`config.mk`:
```
export PLATFORM = sky130hd
export DESIGN_NAME = pipe_chain_flat
export DESIGN_NICKNAME = d
export VERILOG_FILES = /design/src/rtl/pipe_chain_if.sv /design/src/rtl/pipe_chain.sv /design/src/flat_wrapper.sv
export SDC_FILE = /design/constraint.sdc
export NUM_CORES = 1
export LEC_CHECK = 0
export CORE_ASPECT_RATIO = 2
export CORE_MARGIN = 10
export CORE_UTILIZATION = 30
export CTS_BUF_LIST = sky130_fd_sc_hd__clkbuf_16
export DETAILED_ROUTE_END_ITERATION = 16
export PLACE_DENSITY_LB_ADDON = 0.05
export SLEW_MARGIN = 0
export SYNTH_ARGS = -nofsm -noshare
export SYNTH_HDL_FRONTEND = slang
export SYNTH_SLANG_ARGS = --single-unit
```
`constraint.sdc`:
```
create_clock -name clk -period 2.9 [get_ports clk]
set_clock_uncertainty 0.1 [all_clocks]
set_input_delay 0.58 -clock clk [delete_from_list [all_inputs] [get_ports clk]]
set_output_delay 0.58 -clock clk [all_outputs]
set_load 0.02 [all_outputs]
```
`src/rtl/pipe_chain_if.sv`:
```
// Valid/ready payload channel used on both sides of pipe_chain.
// master drives valid/data, slave drives ready.
interface pipe_chain_if #(
  parameter int unsigned WIDTH = 16
);
  logic             valid;
  logic [WIDTH-1:0] data;
  logic             ready;

  modport master (output valid, output data, input ready);
  modport slave  (input valid, input data, output ready);
endinterface

```
`src/rtl/pipe_chain.sv`:
```
// Elastic chain of STAGES payload registers with per-stage flush and bubble collapse.
// Define PIPE_CHAIN_PERF_EN to add saturating perf_stall_cnt / perf_kill_cnt outputs.
module pipe_chain #(
  parameter int unsigned STAGES = 4,
  parameter int unsigned WIDTH  = 16
) (
  input  logic                        clk,
  input  logic                        reset_n,
  pipe_chain_if.slave                 in_bus,
  pipe_chain_if.master                out_bus,
  input  logic [STAGES-1:0]           flush_mask,
  output logic [$clog2(STAGES+1)-1:0] occupancy
`ifdef PIPE_CHAIN_PERF_EN
  ,
  output logic [15:0]                 perf_stall_cnt,
  output logic [15:0]                 perf_kill_cnt
`endif
);

  localparam int unsigned OCC_W = $clog2(STAGES + 1);

  logic [STAGES-1:0] v;
  logic [STAGES-1:0] v_nxt;
  logic [STAGES-1:0] adv;
  logic [STAGES:0]   rdy;
  logic [WIDTH-1:0]  d [STAGES];
  logic              load0;

  function automatic logic [OCC_W-1:0] popcount(input logic [STAGES-1:0] bits);
    logic [OCC_W-1:0] n;
    n = '0;
    for (int unsigned k = 0; k < STAGES; k++) begin
      n = n + OCC_W'(bits[k]);
    end
    return n;
  endfunction

  // Ready ripples from the output back to stage 0 through a scalar so the
  // chain never reads its own vector inside the block.
  always_comb begin
    logic r;
    r           = out_bus.ready;
    rdy         = '0;
    rdy[STAGES] = r;
    for (int unsigned i = 0; i < STAGES; i++) begin
      r                   = ~v[STAGES-1-i] | flush_mask[STAGES-1-i] | r;
      rdy[STAGES-1-i]     = r;
    end
  end

  always_comb begin
    adv      = v & ~flush_mask & rdy[STAGES:1];
    load0    = in_bus.valid & rdy[0];
    v_nxt    = '0;
    v_nxt[0] = load0 | (v[0] & ~adv[0] & ~flush_mask[0]);
    for (int unsigned k = 1; k < STAGES; k++) begin
      v_nxt[k] = adv[k-1] | (v[k] & ~adv[k] & ~flush_mask[k]);
    end
  end

  always_ff @(posedge clk or negedge reset_n) begin
    if (!reset_n) begin
      v         <= '0;
      occupancy <= '0;
      for (int unsigned k = 0; k < STAGES; k++) begin
        d[k] <= '0;
      end
    end else begin
      v         <= v_nxt;
      occupancy <= popcount(v_nxt);
      if (load0) begin
        d[0] <= in_bus.data;
      end
      for (int unsigned k = 1; k < STAGES; k++) begin
        if (adv[k-1]) begin
          d[k] <= d[k-1];
        end
      end
    end
  end

  assign in_bus.ready  = rdy[0];
  assign out_bus.valid = v[STAGES-1] & ~flush_mask[STAGES-1];
  assign out_bus.data  = d[STAGES-1];

`ifdef PIPE_CHAIN_PERF_EN
  logic [16:0] kill_sum;

  always_comb begin
    kill_sum = {1'b0, perf_kill_cnt} + 17'(popcount(v & flush_mask));
  end

  always_ff @(posedge clk or negedge reset_n) begin
    if (!reset_n) begin
      perf_stall_cnt <= '0;
      perf_kill_cnt  <= '0;
    end else begin
      if (in_bus.valid && !rdy[0] && (perf_stall_cnt != '1)) begin
        perf_stall_cnt <= perf_stall_cnt + 16'd1;
      end
      perf_kill_cnt <= kill_sum[16] ? '1 : kill_sum[15:0];
    end
  end
`endif

endmodule

```
`src/flat_wrapper.sv`:
```
// flat-port wrapper written by rule: the top's interface ports become plain ports
module pipe_chain_flat 
#(
  parameter int unsigned STAGES = 4,
  parameter int unsigned WIDTH  = 16
)
  (clk, reset_n, flush_mask, occupancy, in_bus_valid, in_bus_data, in_bus_ready, out_bus_valid, out_bus_data, out_bus_ready);
  pipe_chain_if #(.WIDTH(WIDTH)) in_bus_i ();
  pipe_chain_if #(.WIDTH(WIDTH)) out_bus_i ();
  input  logic clk;
  input  logic reset_n;
  input  logic [STAGES-1:0] flush_mask;
  output logic [$clog2(STAGES+1)-1:0] occupancy;
  input wire logic [$bits(in_bus_i.valid)-1:0] in_bus_valid;
  input wire logic [$bits(in_bus_i.data)-1:0] in_bus_data;
  output wire logic [$bits(in_bus_i.ready)-1:0] in_bus_ready;
  output wire logic [$bits(out_bus_i.valid)-1:0] out_bus_valid;
  output wire logic [$bits(out_bus_i.data)-1:0] out_bus_data;
  input wire logic [$bits(out_bus_i.ready)-1:0] out_bus_ready;
  assign in_bus_i.valid = in_bus_valid;
  assign in_bus_i.data = in_bus_data;
  assign in_bus_ready = in_bus_i.ready;
  assign out_bus_valid = out_bus_i.valid;
  assign out_bus_data = out_bus_i.data;
  assign out_bus_i.ready = out_bus_ready;
  pipe_chain #(.STAGES(STAGES), .WIDTH(WIDTH)) u_core (.clk(clk), .reset_n(reset_n), .in_bus(in_bus_i), .out_bus(out_bus_i), .flush_mask(flush_mask), .occupancy(occupancy));
endmodule
```
==> results.md, run 1 <==
* Clock Tree Buf Depth at 2
* Cts bufs inserted at 9
* Max Fclk at around 360 MHz
* Area of the core at about 0.0094 mm^2
* Main combinational cell family by area after synthesis: multiplexers
* Top-area cell type share of the netlist area at 0.613
* Req. time, crit path at roughly 2.2 ns
* Gr usage total at 0.0870
* Syn_area_per_cell at 16.3 um^2
* Final period util at 0.958
* Slew Viols, Final at 0
* DRC at 0
* Crit path top cell by count: clkdlybuf4s50_1
* Initial antenna violation count at 0
* Critical-path cell list: clkdlybuf4s50_1, nor4bb_4, nand4_1, clkdlybuf4s50_1
* Number of synthesized flops with an enable pin at 0
* H-tree depth at 3
* Most used flip-flop cell after synthesis: dfrtp_1
* Mapped cell area at ~0.0029 mm^2
* Hold_buf cts at 0
* Iteration-0 DRC Markers at 76
* Io pins at 45
* CP max FO at 2
* TritonRoute pass-1 iters at 4
* Die ar. at 0.0142 mm^2
* Crit path max-delay family: buffers and inverters
* Ant diodes at 0
* Syn Inst Count at between 150 and 200
* Layout cells sized above 1 at 0.398
* Max-Cap Viols at 0
* Multiplexer share of the synthesized area at 0.262
* Reg clk slew, reported paths at ~0.060 ns
* DR vias at approximately 1,600
* Adder-Cell Fraction of Synth Area at 0.0155
* Lkg Pwr at ~0.0016 uW
* Post_cts resized at 0
* Count leader, synth: dfrtp_1
* R2r setup slk at 0.75 ns
* Largest net degree at the start of global routing at 44
* Filler cells at ~900
* Setup crit end kind: primary output
* Worst reg2reg path depth at 6
* Peak supply drop at 0.378 mV
* Simple-gate share of the synthesized area at 0.0363
* Top post-synthesis cells by area: dfrtp_1, mux2_2, mux2_4, buf_4, ha_1
* Ys async rst share at 1.00
* Status: finished, final reports clean
* Worst path max stage delay at about 0.57 ns
* Vias/cell at around 4.7
* Register area share after synthesis at 0.613
* FF-to-FF End: u_core.occupancy[1]$_DFF_PN0_
* Final HPWL DP at 4.05 mm
* Total Routed Length at between 5 and 6 mm
* Clock tree sinks at 71
* Final hold vios at 0
* Power Total at about 3000 uW
* Post-CTS setup buffers at 0
* Slowest-stage cell, CP: clkdlybuf4s50_1
* Fin nets at 248
* IO buf count at 44
* RSZ-0062 raised after global routing: false
* Syn nets at approximately 200
* Worst reg2reg path startpoint: u_core.v[2]$_DFF_PN0_
* Number of global-route vias before repair at approximately 1,800
* Synth Register Bits at 71
* CP arrival at about 2.1 ns
* Cell taking the most area after synthesis: dfrtp_1
* Warnings from Yosys at 0
* Global-route wire length before repair at a little over 9 mm
* Post-Synth XOR/XNOR Area at 0
* Die width at 89.5 um
* Later-pin clock latency in the skew report at approximately 0.33 ns
* Die height at around 160 um
* Grt total ovfl at 0
* Slew HR at 0.642
* Initial Util at 0.309
* Final TNS setup at 0 ns
* Root buffer cell: clkbuf_16
* Tmin final at approximately 2.8 ns
* Setup crit start kind: primary input
* Final antenna-violating net count at 0
* Synth top cells by count: dfrtp_1, mux2_2, buf_4
* Wire per inst at about 17 um
* Final Core Density at 0.389
* PwrDens at around 850 mW/mm^2
* Multi-input logic area at 941 um^2
* CTS tree: yes
* Crit path kind: primary input to primary output
* Register area at 0.00178 mm^2
* Tightest Pin Transition at about 0.54 ns
* FP Rows at 50
* Crit path buf inv count at 2
* Final GP Congestion at slightly below 0.8
* Area growth syn-to-layout at 26.0%
* Hold WC Path Type: primary input to asynchronous set/reset pin
* Distinct cells, synth at 20
* Setup-failing EPs final at 0
* Synth Area in Compound Gates at 0.0112
## through the flow
stage	instance area [um^2]	hold slack, ns	std cells	setup slack [ns]
5_1_grt	3650	0.185	330	0.0606
4_1_cts	3650	0.164	330	0.122
3_5_place_dp	3370	0.390	314	0.0134
2_1_floorplan	2900	0.184	178	0.404
6_report	3650	0.168	330	0.121
3_3_place_gp	3370	0.383	314	0.135
## layer usage
layer	up-vias	wire length (um)	track usage
li1	696	-	-
met1	810	2240	0.0952
met2	41	2870	0.134
met3	9	383	0.0420
met4	0	139	0.0451
met5	-	0	0
## cell type report
| class | instances | area share |
|---|---|---|
| Sequential cell | 71 | 0.486 |
| Multi-Input combinational cell | 84 | 0.258 |
| Timing Repair Buffer | 53 | 0.141 |
| Clock buffer | 9 | 0.0617 |
| Tap cell | 104 | 0.0356 |
| Clock inverter | 7 | 0.0154 |
| Inverter | 2 | 0.00206 |
## kinds of logic (layout without fill, tap and decap cells)
kind of cell / after synthesis / count (layout)
AOI/OAI and AO/OA: 4 / 4
adders and majority gates: 3 / 3
buffers and inverters: 23 / 71
DFF: 71 / 71
muxes: 64 / 64
and+or+nand+nor: 13 / 13
## flip-flops by register name, indices dropped and copies added, names as in the netlist
| register | cells |
|---|---|
| u_core.out_bus.data | 16 |
| u_core.v | 4 |
| u_core.occupancy | 3 |
| u_core.d | 48 |
## worst max-delay path by stage
stage                             start                       endpoint  slack, ns  cells after the start
after floorplan           out_bus_ready  u_core.occupancy[1]$_DFF_PN0_       0.40                      6
after global placement    flush_mask[3]  u_core.occupancy[1]$_DFF_PN0_       0.14                      7
after detailed placement  out_bus_ready  u_core.occupancy[1]$_DFF_PN0_       0.01                      7
after CTS                 flush_mask[1]                   in_bus_ready       0.12                      4
after global routing      flush_mask[1]                   in_bus_ready       0.06                      4
final                     flush_mask[1]                   in_bus_ready       0.12                      4
## power by group
| part | switching (uW) | internal [uW] |
|---|---|---|
| logic | 294 | 409 |
| clock network | 378 | 649 |
| registers | 123 | 1240 |
## cells in the final DEF (no fill, tap or decap)
cell | synthesis | layout
a21oi_2 | 2 | 2
a41o_1 | 1 | 1
buf_12 | 1 | 1
buf_2 | 2 | 1
buf_4 | 16 | 8
bufinv_16 | 0 | 1
clkbuf_16 | 0 | 9
clkdlybuf4s50_1 | 0 | 43
clkinv_1 | 0 | 3
clkinvlp_4 | 0 | 1
dfrtp_1 | 71 | 71
fa_1 | 1 | 1
ha_1 | 2 | 2
inv_1 | 2 | 4
mux2_2 | 54 | 54
mux2_4 | 10 | 10
nand2_1 | 3 | 3
nand2b_1 | 4 | 4
nand4_1 | 1 | 1
nor2_2 | 1 | 1
nor2b_1 | 2 | 2
nor3b_4 | 1 | 1
nor4bb_4 | 1 | 1
o21ai_0 | 1 | 1
Power figures use the tool's default switching activity.
==> run 2, diff against run 1 <==
==> constraint.sdc (replaced) <==
create_clock -name clk -period 3 [get_ports clk]
set_clock_uncertainty 0.1 [all_clocks]
set_input_delay 0.6 -clock clk [delete_from_list [all_inputs] [get_ports clk]]
set_output_delay 0.6 -clock clk [all_outputs]
set_load 0.02 [all_outputs]
==> run 2 against run 1 <==
Against the previous run: critical path depth unchanged; sequential share of layout area increased by 0.66 points; worst setup slack got worse by 0.0096 ns; routed wire length increased by 3.0%; combinational power decreased by 3.0%; via count decreased by 3.5%; worst hold slack improved by 0.11 ns; clock power decreased by 12%; final area decreased by 1.3%; non-clock buffer count decreased by 5; flip-flop and latch count unchanged; largest power group unchanged.
==> results.md, run 2 (synthesized netlist as in run 1, its figures left out) <==
* Area of the core at roughly 0.0094 mm^2
* Status: finished, final reports clean
* Root buffer cell: clkbuf_16
* Register area at roughly 0.0018 mm^2
* P_int at around 2100 uW
* Final TNS setup at 0 ns
* Slowest-stage cell, CP: clkdlybuf4s50_1
* Die ar. at between 0.01 and 0.015 mm^2
* Wire per inst at approximately 18 um
* Crit path kind: primary input to primary output
* Hold WC Path Type: primary input to asynchronous set/reset pin
* Worst Setup SP: flush_mask[1]
* Cts bufs inserted at 9
* Sequential Power Share at 0.453
* Final period util at 0.963
* Lkg Pwr at ~0.0016 uW
* Portion of total power attributed to the clock network at 0.313
* Crit path top cell by count: clkdlybuf4s50_1
* Worst reg2reg path depth at 6
* Max Fclk at 346 MHz
* PwrDens at 808 mW/mm^2
* Worst path max stage delay at 0.57 ns
* Setup-failing EPs final at 0
* Largest net degree at the start of global routing at 37
* Non-filler cells, final at 325
* Iteration-0 DRC Markers at 55
* Fin nets at 243
* Crit path buf inv count at 2
* Global-route wire length before repair at around 9.6 mm
* P_sw at approximately 770 uW
* Final hold vios at 0
* CP arrival at ~2.2 ns
* Io pins at between 40 and 50
* Ant diodes at 0
* H-tree depth at 3
* Tmin final at 2.89 ns
* Slew HR at 0.254
* Crit path max-delay family: buffers and inverters
* Clock tree sinks at 71
* Most flop-heavy register: u_core.d
* CP max FO at 3
* Critical-path cell list: clkdlybuf4s50_1, nor4bb_4, nand4_1, clkdlybuf4s50_1
* Worst reg2reg path startpoint: u_core.v[3]$_DFF_PN0_
* RSZ-0062 raised after global routing: false
* Slew Viols, Final at 0
* Final Core Density at 0.384
* Clock Tree Buf Depth at 2
* Initial antenna violation count at 0
* Multi-input logic area at ~940 um^2
* Hold_buf cts at 0
* TritonRoute pass-1 iters at 4
* Post-CTS setup buffers at 0
* Setup crit end kind: primary output
* Gr usage total at 0.0908
* CTS tree: yes
* Final HPWL DP at between 4 and 5 mm
* Flip-flop count of the largest register after layout at 48
* Vias/cell at approximately 4.6
* Filler cells at 897
* Total Routed Length at between 5 and 6 mm
* Commonest non-fill, non-tap cell in the layout: dfrtp_1
* FP Rows at 50
* Area growth syn-to-layout at 24.4%
* Final GP Congestion at 0.715
* DRC at 0
* Layout cells sized above 1 at 0.389
* Setup crit start kind: primary input
* Peak supply drop at 0.344 mV
* IO buf count at 44
* Switching Fraction at 0.266
* DR vias at 1,502
* Grt total ovfl at 0
* Final antenna-violating net count at 0
* Die width at around 89 um
* Power Total at ~2900 uW
* Max-Cap Viols at 0
* Req. time, crit path at 2.30 ns
* Post_cts resized at 0
* Later-pin clock latency in the skew report at between 0.3 and 0.4 ns
* Reg clk slew, reported paths at roughly 0.05 ns
* Number of global-route vias before repair at between 1,500 and 2,000
* Placed cell count at about 300
* Combinational Power Share at 0.234
* Most frequent cells in the layout: dfrtp_1, mux2_2, clkdlybuf4s50_1
* FF-to-FF End: u_core.occupancy[1]$_DFF_PN0_
* Tightest Pin Transition at 1.12 ns
* R2r setup slk at 0.75 ns
* Die height at roughly 160 um
* Initial Util at 0.309
## run 2: changes by cell type in the layout (fill, tap and decap cells not counted)
| cell | delta |
|---|---|
| buf_12 | +1 |
| buf_4 | -6 |
| bufinv_16 | -1 |
| clkinv_1 | -1 |
| clkinv_2 | +2 |
## run 2: area by class of cell
class / instances / share of cell area
inverter: 2 / 0.00208
sequential: 71 / 0.493
clock buffer: 9 / 0.0625
tap: 104 / 0.0361
clock inverter: 7 / 0.00903
multi-input combinational: 84 / 0.261
timing repair buffer: 48 / 0.136
## run 2: per-layer routing
layer  wire [um]  part of all wire  GRT usage
met1        2360              0.41     0.0971
met2        2970              0.51      0.147
met4         132             0.023     0.0437
met3         338             0.058     0.0389
met5           0                 0          0
## run 2: stage by stage
step                worst slack, ns  instance area (um^2)  hold slack [ns]
floorplan                     0.484                  2900            0.204
global placement              0.102                  3350            0.383
detailed placement          0.00496                  3350            0.390
CTS                          0.0995                  3600            0.295
global route                 0.0251                  3600            0.346
finish                        0.112                  3600            0.277
## run 2: worst max-delay path by stage
stage	slack [ns]	depth (start not counted)	end
6_report	0.11	4	in_bus_ready
2_1_floorplan	0.48	6	u_core.occupancy[1]$_DFF_PN0_
4_1_cts	0.1	4	in_bus_ready
3_3_place_gp	0.10	7	u_core.occupancy[1]$_DFF_PN0_
5_1_grt	0.03	4	in_bus_ready
3_5_place_dp	0.005	7	u_core.occupancy[1]$_DFF_PN0_
## run 2: power groups by stage
stage	registers [uW]	logic [uW]	clock network [uW]
2_1_floorplan	1300	528	0
3_3_place_gp	1320	682	0
3_5_place_dp	1340	699	0
4_1_cts	1320	702	945
5_1_grt	1350	733	993
6_report	1320	682	911
==> run 3, diff against run 2 <==
--- a/config.mk
+++ b/config.mk
@@ -10,7 +10,9 @@
 export CORE_UTILIZATION = 30
 export CTS_BUF_LIST = sky130_fd_sc_hd__clkbuf_16
 export DETAILED_ROUTE_END_ITERATION = 16
+export GPL_ROUTABILITY_DRIVEN = 1
 export PLACE_DENSITY_LB_ADDON = 0.05
+export REMOVE_ABC_BUFFERS = 1
 export SLEW_MARGIN = 0
 export SYNTH_ARGS = -nofsm -noshare
 export SYNTH_HDL_FRONTEND = slang
==> run 3 against run 2 <==
Against the previous run: register-to-register slack worse by 0.03 ns; cell count is 0.62% higher; clock-buffer cell count stayed put; fmax is 0.50% lower; total power is 0.56% lower; clock power is 1% lower; global-route usage is 0.39 points lower; final area is 0.14% higher; sequential power hardly changed; utilization is 0.053 points higher; non-clock buffer count is 2 higher; highest routed layer unchanged.
==> results.md, run 3 (synthesized netlist as in run 1, its figures left out) <==
* Max-Cap Viols at 0
* Global-route wire length before repair at slightly above 9 mm
* Setup-failing EPs final at 0
* Post-CTS setup buffers at 0
* Later-pin clock latency in the skew report at about 0.32 ns
* Area of the core at approximately 0.0094 mm^2
* Setup crit start kind: primary input
* CP arrival at around 2.2 ns
* Post_cts resized at 0
* Final hold vios at 0
* IO buf count at 44
* Die height at between 150 and 200 um
* Area growth syn-to-layout at 24.5%
* Root buffer cell: clkbuf_16
* Final GP Congestion at around 0.7
* Clock Tree Buf Depth at 2
* Commonest non-fill, non-tap cell in the layout: dfrtp_1
* Setup crit end kind: primary output
* Total Routed Length at between 5 and 6 mm
* Tightest Pin Transition at 1.10 ns
* PwrDens at roughly 800 mW/mm^2
* Fin nets at around 250
* Clock tree sinks at 71
* Final HPWL DP at between 3 and 4 mm
* Hold WC Path Type: primary input to asynchronous set/reset pin
* Initial antenna violation count at 0
* H-tree depth at 3
* Wire per inst at ~18 um
* Flip-flop count of the largest register after layout at 48
* Io pins at 45
* Gr usage total at 0.0869
* Iteration-0 DRC Markers at 59
* Design area at 0.00361 mm^2
* Largest net degree at the start of global routing at around 70
* Most frequent cells in the layout: dfrtp_1, mux2_2, clkdlybuf4s50_1
* Vias/cell at 4.61
* Status: finished, final reports clean
* Power Total at roughly 2900 uW
* CTS tree: yes
* Number of global-route vias before repair at around 1,700
* Hold_buf cts at 0
* Max Fclk at 344 MHz
* DR vias at ~1,500
* Req. time, crit path at approximately 2.3 ns
* DRC at 0
* RSZ-0062 raised after global routing: false
* Initial Util at 0.309
* Tmin final at approximately 2.9 ns
* Final period util at 0.968
* Peak supply drop at approximately 0.36 mV
* Lkg Pwr at 0.00158 uW
* CP max FO at 3
* Most flop-heavy register: u_core.d
* Final antenna-violating net count at 0
* Slew Viols, Final at 0
* Die width at 89.5 um
* Ant diodes at 0
* FP Rows at 50
* Reg clk slew, reported paths at around 0.050 ns
* Die ar. at roughly 0.014 mm^2
* Cts bufs inserted at 9
* Crit path kind: primary input to primary output
* DP Area at roughly 0.0033 mm^2
* TritonRoute pass-1 iters at 3
* Layout cells sized above 1 at 0.395
* Filler cells at roughly 910
* Grt total ovfl at 0
* Slew HR at 0.268
run 3: report_power, final:
group / internal, uW / switching (uW)
Combinational: 393 / 288
Clock: 543 / 355
Sequential: 1200 / 117
run 3: stage by stage:
step                      instances  TNS, ns  hold WS, ns  worst slack [ns]  utilization
after floorplan                 157        0        0.204             0.484            -
after global placement          308        0        0.382            0.0816        0.355
after detailed placement        308  -0.0330        0.389           -0.0330        0.355
after CTS                       324        0        0.345            0.0788        0.382
after global routing            327        0        0.377            0.0140        0.385
final                           327        0        0.301            0.0972        0.385
run 3: per-layer routing:
metal  wire (um)  GRT usage
met2        2930      0.138
met4         127     0.0480
met5           0          0
met1        2330     0.0950
met3         375     0.0328
run 3: path summary, 6_finish.rpt:
path,startpoint,end,slack (ns),cells past startpoint
worst min-delay path,reset_n,u_core.d[61]$_DFFE_PN0P_,0.30,1
max in group asynchronous,reset_n,u_core.out_bus.data[7]$_DFFE_PN0P_,1.90,1
worst min register to register,u_core.d[17]$_DFFE_PN0P_,u_core.out_bus.data[1]$_DFFE_PN0P_,0.40,1
min in group clk,u_core.d[17]$_DFFE_PN0P_,u_core.out_bus.data[1]$_DFFE_PN0P_,0.40,1
worst max register to register,u_core.v[3]$_DFF_PN0_,u_core.occupancy[1]$_DFF_PN0_,0.72,7
worst max-delay path,flush_mask[1],in_bus_ready,0.1,4
run 3: cell type report:
| type | count | area [um^2] | share of cell area |
|---|---|---|---|
| clock buffers | 9 | 225 | 0.0624 |
| clock inverters | 7 | 32.5 | 0.00902 |
| inverters | 2 | 7.51 | 0.00208 |
| multi-input cells | 84 | 941 | 0.261 |
| flip-flops and latches | 71 | 1780 | 0.492 |
| well taps | 104 | 130 | 0.0361 |
| repair buffers | 50 | 495 | 0.137 |
run 3: worst max-delay path, cell delays in order:
cell and delay [ns]:
clkdlybuf4s50_1 0.46, nor4bb_4 0.39, nand4_1 0.17, clkdlybuf4s50_1 0.57
